`src/rtl/crono_countdown_ctrl.sv`:
```
// Countdown timer controller: hh:mm:ss programming, countdown with a prescaler, ring on expiry.
// Optional macro CRONO_RING_TIMEOUT_EN makes DONE fall back to PROG after RING_SECS seconds.
//
// state | meaning
// PROG  | editing hh/mm/ss with inc/dec, countdown stopped
// IDLE  | paused, time and prescaler held
// RUN   | counting down one second per TICK_DIV clocks
// DONE  | reached 00:00:00, ringing

module crono_countdown_ctrl #(
  parameter int TICK_DIV  = 100000000,
  parameter int RING_SECS = 10
) (
  input  logic       clk,
  input  logic       Reset,
  input  logic       prog_i,
  input  logic       start_i,
  input  logic       stop_i,
  input  logic       ack_i,
  input  logic [1:0] field_i,
  input  logic       inc_i,
  input  logic       dec_i,
  output logic [7:0] hh_o,
  output logic [7:0] mm_o,
  output logic [7:0] ss_o,
  output logic       crono_activo_o,
  output logic       ring_o,
  output logic [1:0] state_o
);

  localparam int PW = $clog2(TICK_DIV);
  localparam logic [PW-1:0] PRESC_LAST = PW'(TICK_DIV - 1);

  typedef enum logic [1:0] {PROG = 2'd0, IDLE = 2'd1, RUN = 2'd2, DONE = 2'd3} state_t;

  state_t        state;
  logic [PW-1:0] presc;
  logic          tick;
  logic          time_nz;
  logic          last_sec;
  logic          edit_en;
  logic [7:0]    ss_dn, mm_dn, hh_dn;

  function automatic logic [7:0] bcd_step(input logic [7:0] v, input logic [7:0] maxv,
                                          input logic up);
    if (up) begin
      if (v == maxv) return 8'h00;
      if (v[3:0] == 4'd9) return {v[7:4] + 4'd1, 4'd0};
      return v + 8'd1;
    end
    if (v == 8'h00) return maxv;
    if (v[3:0] == 4'd0) return {v[7:4] - 4'd1, 4'd9};
    return v - 8'd1;
  endfunction

  assign tick     = (presc == PRESC_LAST);
  assign time_nz  = |{hh_o, mm_o, ss_o};
  assign last_sec = (hh_o == 8'h00) && (mm_o == 8'h00) && (ss_o == 8'h01);
  assign edit_en  = inc_i ^ dec_i;
  assign state_o  = state;

  // One-second borrow chain; never evaluated at 00:00:00 because RUN needs nonzero time.
  always_comb begin
    ss_dn = bcd_step(ss_o, 8'h59, 1'b0);
    mm_dn = mm_o;
    hh_dn = hh_o;
    if (ss_o == 8'h00) begin
      mm_dn = bcd_step(mm_o, 8'h59, 1'b0);
      if (mm_o == 8'h00) hh_dn = bcd_step(hh_o, 8'h23, 1'b0);
    end
  end

`ifdef CRONO_RING_TIMEOUT_EN
  localparam int RW = $clog2(RING_SECS + 1);
  logic [RW-1:0] ring_cnt;
`else
  logic [31:0] ring_secs_unused;
  assign ring_secs_unused = RING_SECS;
`endif

  always_ff @(posedge clk or posedge Reset) begin
    if (Reset) begin
      state          <= PROG;
      presc          <= '0;
      hh_o           <= 8'h00;
      mm_o           <= 8'h00;
      ss_o           <= 8'h00;
      crono_activo_o <= 1'b0;
      ring_o         <= 1'b0;
`ifdef CRONO_RING_TIMEOUT_EN
      ring_cnt       <= '0;
`endif
    end else begin
      case (state)
        PROG: begin
          if (!prog_i && stop_i) begin
            state <= IDLE;
          end else if (!prog_i && start_i) begin
            if (time_nz) begin
              state          <= RUN;
              presc          <= '0;
              crono_activo_o <= 1'b1;
            end
          end else if (edit_en) begin
            case (field_i)
              2'd0:    ss_o <= bcd_step(ss_o, 8'h59, inc_i);
              2'd1:    mm_o <= bcd_step(mm_o, 8'h59, inc_i);
              2'd2:    hh_o <= bcd_step(hh_o, 8'h23, inc_i);
              default: ;
            endcase
          end
        end
        IDLE: begin
          if (prog_i) begin
            state <= PROG;
          end else if (!stop_i && start_i && time_nz) begin
            state          <= RUN;
            crono_activo_o <= 1'b1;
          end
        end
        RUN: begin
          if (prog_i) begin
            state          <= PROG;
            crono_activo_o <= 1'b0;
          end else begin
            // Prescaler keeps advancing in the stop cycle so a resume continues the same second.
            presc <= tick ? '0 : presc + PW'(1);
            if (tick) begin
              ss_o <= ss_dn;
              mm_o <= mm_dn;
              hh_o <= hh_dn;
            end
            if (tick && last_sec) begin
              state          <= DONE;
              crono_activo_o <= 1'b0;
              ring_o         <= 1'b1;
`ifdef CRONO_RING_TIMEOUT_EN
              ring_cnt       <= RW'(RING_SECS);
`endif
            end else if (stop_i) begin
              state          <= IDLE;
              crono_activo_o <= 1'b0;
            end
          end
        end
        DONE: begin
          if (prog_i || ack_i) begin
            state  <= PROG;
            ring_o <= 1'b0;
          end else begin
`ifdef CRONO_RING_TIMEOUT_EN
            presc <= tick ? '0 : presc + PW'(1);
            if (tick) begin
              if (ring_cnt == RW'(1)) begin
                state  <= PROG;
                ring_o <= 1'b0;
              end else begin
                ring_cnt <= ring_cnt - RW'(1);
              end
            end
`endif
          end
        end
        default: state <= PROG;
      endcase
    end
  end

endmodule
```
`config.mk`:
```
export PLATFORM = sky130hd
export DESIGN_NAME = crono_countdown_ctrl
export DESIGN_NICKNAME = d
export VERILOG_FILES = /design/src/rtl/crono_countdown_ctrl.sv
export SDC_FILE = /design/constraint.sdc
export NUM_CORES = 1
export LEC_CHECK = 0
export BUFFER_PORTS_ARGS = -buffer_cell sky130_fd_sc_hd__buf_2
export CAP_MARGIN = 5
export CORE_MARGIN = 1
export CORE_UTILIZATION = 60
export DETAILED_ROUTE_END_ITERATION = 6
export PLACE_DENSITY = 0.77
export SYNTH_ARGS = -nofsm -noshare
export SYNTH_HDL_FRONTEND = slang
export SYNTH_SLANG_ARGS = --single-unit
```
`constraint.sdc`:
```
create_clock -name clk -period 4.4 [get_ports clk]
set_clock_uncertainty 0.1 [all_clocks]
set_input_delay 0.22 -clock clk [delete_from_list [all_inputs] [get_ports clk]]
set_output_delay 0.22 -clock clk [all_outputs]
set_load 0.05 [all_outputs]
```
==> results by group <==
Run status
  – Outcome: finished, violations left
  – Failing checks: hold timing

CTS
  – Cts hold-fix bufs: 0
  – Clk slew on worst S/H paths: 120 ps
  – # Post-CTS Setup Buffers: 0
  – Root Driver: clkbuf_8
  – CTS Buffer Depth: 2
  – CTS Buf Count: 5
  – Post-CTS sizing: 0
  – CTS tree: done
  – CTS sink cnt: 55
  – H-tree Lvls: 2
  – Clk_lat worst skew: 330 ps

Critical path
  – CP startpoint kind: register
  – Worst Path Required: 4540 ps
  – Crit path buf inv count: 1
  – Max Fanout on Critical Path: 30
  – Crit-path max cell delay: 1020 ps
  – WS Path Type: register to register
  – Critical path's top delay family: compound AO/OA/AOI/OAI gates
  – Critical-path top delay cell: o31ai_4
  – Critical-path cell list: inv_1 -> ha_1 -> nor3b_4 -> nand4_2 -> o31ai_4 -> nor2_4 -> a21oi_1
  – Crit path capture type: register
  – CP arrival: 3400 ps

STA
  – RSZ-0062 raised after global routing: no
  – Final Max Tran Viols: 0
  – Fmax: 0.307 GHz
  – Count of final setup violators: 0
  – Hold WS: -23.7 ps
  – Final Hold Viols: 36
  – Final min period: 3260 ps
  – Worst slew pin tran: 1150 ps
  – Worst relative slew slack: 0.236
  – Setup_tns: 0 ps
  – Final period util: 0.741

Placed design
  – HPWL Detailed: 7.76 mm
  – PortBufs: 37
  – Routability cong.: 0.933

Route
  – Drt via density: 6.83
  – Initial DRC count: 236
  – Final WL: 11.1 mm
  – DR DRC count: 0
  – WL/cell: 17.3 um
  – Drt first pass iters: 5
  – Final ANT Viol Nets: 0
  – Via count: 4398

Yosys
  – Top FF cell, synth: dfrtp_1
  – Synth Net Count: 562
  – Synth top area cells: dfrtp_1 (31%), ha_1 (5.6%), o31ai_1 (5.0%)
  – Synth top area share: 0.306
  – Dominant cell type by area after synthesis: dfrtp_1
  – Count leader, synth: dfrtp_1
  – Area of the mapped netlist: 4500 sq um
  – Synthesis warning total: 0
  – Synth top cells by count: dfrtp_1 (55), a21oi_1 (42), nand2_1 (34)
  – Post-Syn Area per Cell: 8.47 sq um
  – Cells after Synth: 532
  – Synth cell types: 75
  – Seq/Total Area, Yosys: 0.306
  – EDFF count, synth: 0
  – Yosys reg bits: 55
  – Synth async-reset ratio: 1.00

Power
  – Sequential power share: 0.330
  – Psw: 1.50 mW
  – Clock Power Share: 0.107
  – Leakage: 1.88 nW
  – Comb pwr share: 0.563
  – Int Pwr: 1.28 mW
  – PwrDens: 583 nW/um^2
  – Total chip power: 2.78 mW
  – Sw Share: 0.539
  – VDD IR max: 547 uV

Floorplan
  – Core Box Area: 7250 sq um
  – Die area: 7860 sq um
  – Die height: 88.6 um
  – Top-Level Pins: 38
  – Initial Util: 0.621
  – Chip width: 88.6 um
  – Row cnt: 31

Global routing
  – GRT Overall Usage: 0.287
  – First-pass GRT wire length: 18.1 mm
  – Grt met2 use: 0.462
  – Number of global-route vias before repair: 3822
  – GR Util met1: 0.408
  – Initial antenna violation count: 0
  – Global routing's busiest layer: met2
  – GRT met3 Usage: 0.0317
  – Largest net degree at the start of global routing: 56
  – Total grt overflow: 0

Layout
  – Area taken by flip-flops and latches: 1380 sq um
  – Antenna cells: 0
  – Nets: 574
  – Area occupied by multi-input gates: 2850 sq um
  – FILL cells: 645
  – Share of layout cells above drive strength 1: 0.134
  – Area Growth Syn to Fin: 5.67%

Min path
  – Worst min path class: input pin to async pin

Flow run
  – Total of max-cap violations: 0
-- worst paths after layout --
| check | endpoint | startpoint | slack [ps] | cells after the start |
|---|---|---|---|---|
| max | presc[10] | mm_o[1] | 1140 | 7 |
| min | presc[12] | Reset | -20 | 3 |
| max reg2reg | presc[10] | mm_o[1] | 1140 | 7 |
| min reg2reg | ring_o | ring_o | 420 | 2 |
| max in group asynchronous | hh_o[4] | Reset | 3750 | 3 |
| min in group clk | state_o[0] | prog_i | 60 | 2 |
-- cell usage in the layout, fill, tap and decap left out, types with 7 or more instances in the layout --
master | netlist | layout
dfrtp_1 | 55 | 55
a21oi_1 | 42 | 42
buf_2 | 11 | 37
nand2_1 | 34 | 34
o31ai_1 | 30 | 30
inv_1 | 28 | 27
nor2_1 | 22 | 22
nand3_1 | 21 | 21
ha_1 | 20 | 20
o21ai_0 | 19 | 19
or4_1 | 15 | 15
nor3_1 | 15 | 15
or3_1 | 12 | 12
o21ai_1 | 11 | 11
o41ai_1 | 10 | 10
nand4_1 | 9 | 9
and3_1 | 9 | 9
nand2b_1 | 9 | 9
a31oi_1 | 8 | 8
o22ai_1 | 8 | 8
nor4_1 | 7 | 7
-- tightest hold or removal path, stage by stage --
cell	delay [ps]
buf_2	100
inv_2	30
buf_4	560
-- layout make-up --
cell class | count | share of cell area
tap | 99 | 0.0260
clock buffer | 5 | 0.0145
inverter | 28 | 0.0221
multi-input combinational | 413 | 0.598
timing repair buffer | 41 | 0.0452
sequential | 55 | 0.289
clock inverter | 3 | 0.00473
-- power by group through the flow --
stage / Clock [mW] / Sequential [mW] / Combinational (mW)
after floorplan: 0 / 1.14 / 0.987
after global placement: 0 / 0.909 / 1.52
after detailed placement: 0 / 0.921 / 1.54
after CTS: 0.302 / 0.910 / 1.55
after global routing: 0.317 / 0.951 / 1.71
final: 0.298 / 0.916 / 1.56
-- logic make-up after synthesis --
kind of cell    after synthesis  synth area share
compound gates              186             0.286
xor+xnor                      4           0.00778
fa+ha+maj                    20            0.0556
buf+inv                      64            0.0622
flops                        55             0.306
mux                          12            0.0294
simple gates                191             0.253
-- routing by layer --
metal  wire [um]  vias up
met4         131        0
met2        5180      193
li1            -     2086
met1        5100     2104
met3         711       15
met5           0        -
-- metrics by stage --
step	hold WS (ps)	std cells	worst slack, ps	util	area (sq um)
floorplan	313	532	1710	-	4500
global placement	359	636	1330	0.644	4670
detailed placement	367	636	1170	0.644	4670
CTS	12.7	644	1180	0.656	4760
global route	54.4	644	873	0.656	4760
finish	-23.7	644	1140	0.656	4760
-- flip-flops by register name, summed over array words and instances (netlist names) --
| register | count |
|---|---|
| state_o | 2 |
| crono_activo_o | 1 |
| hh_o | 8 |
| presc | 27 |
| ss_o | 8 |
| mm_o | 8 |
| ring_o | 1 |
No activity file was read; power rests on OpenSTA's default activity.
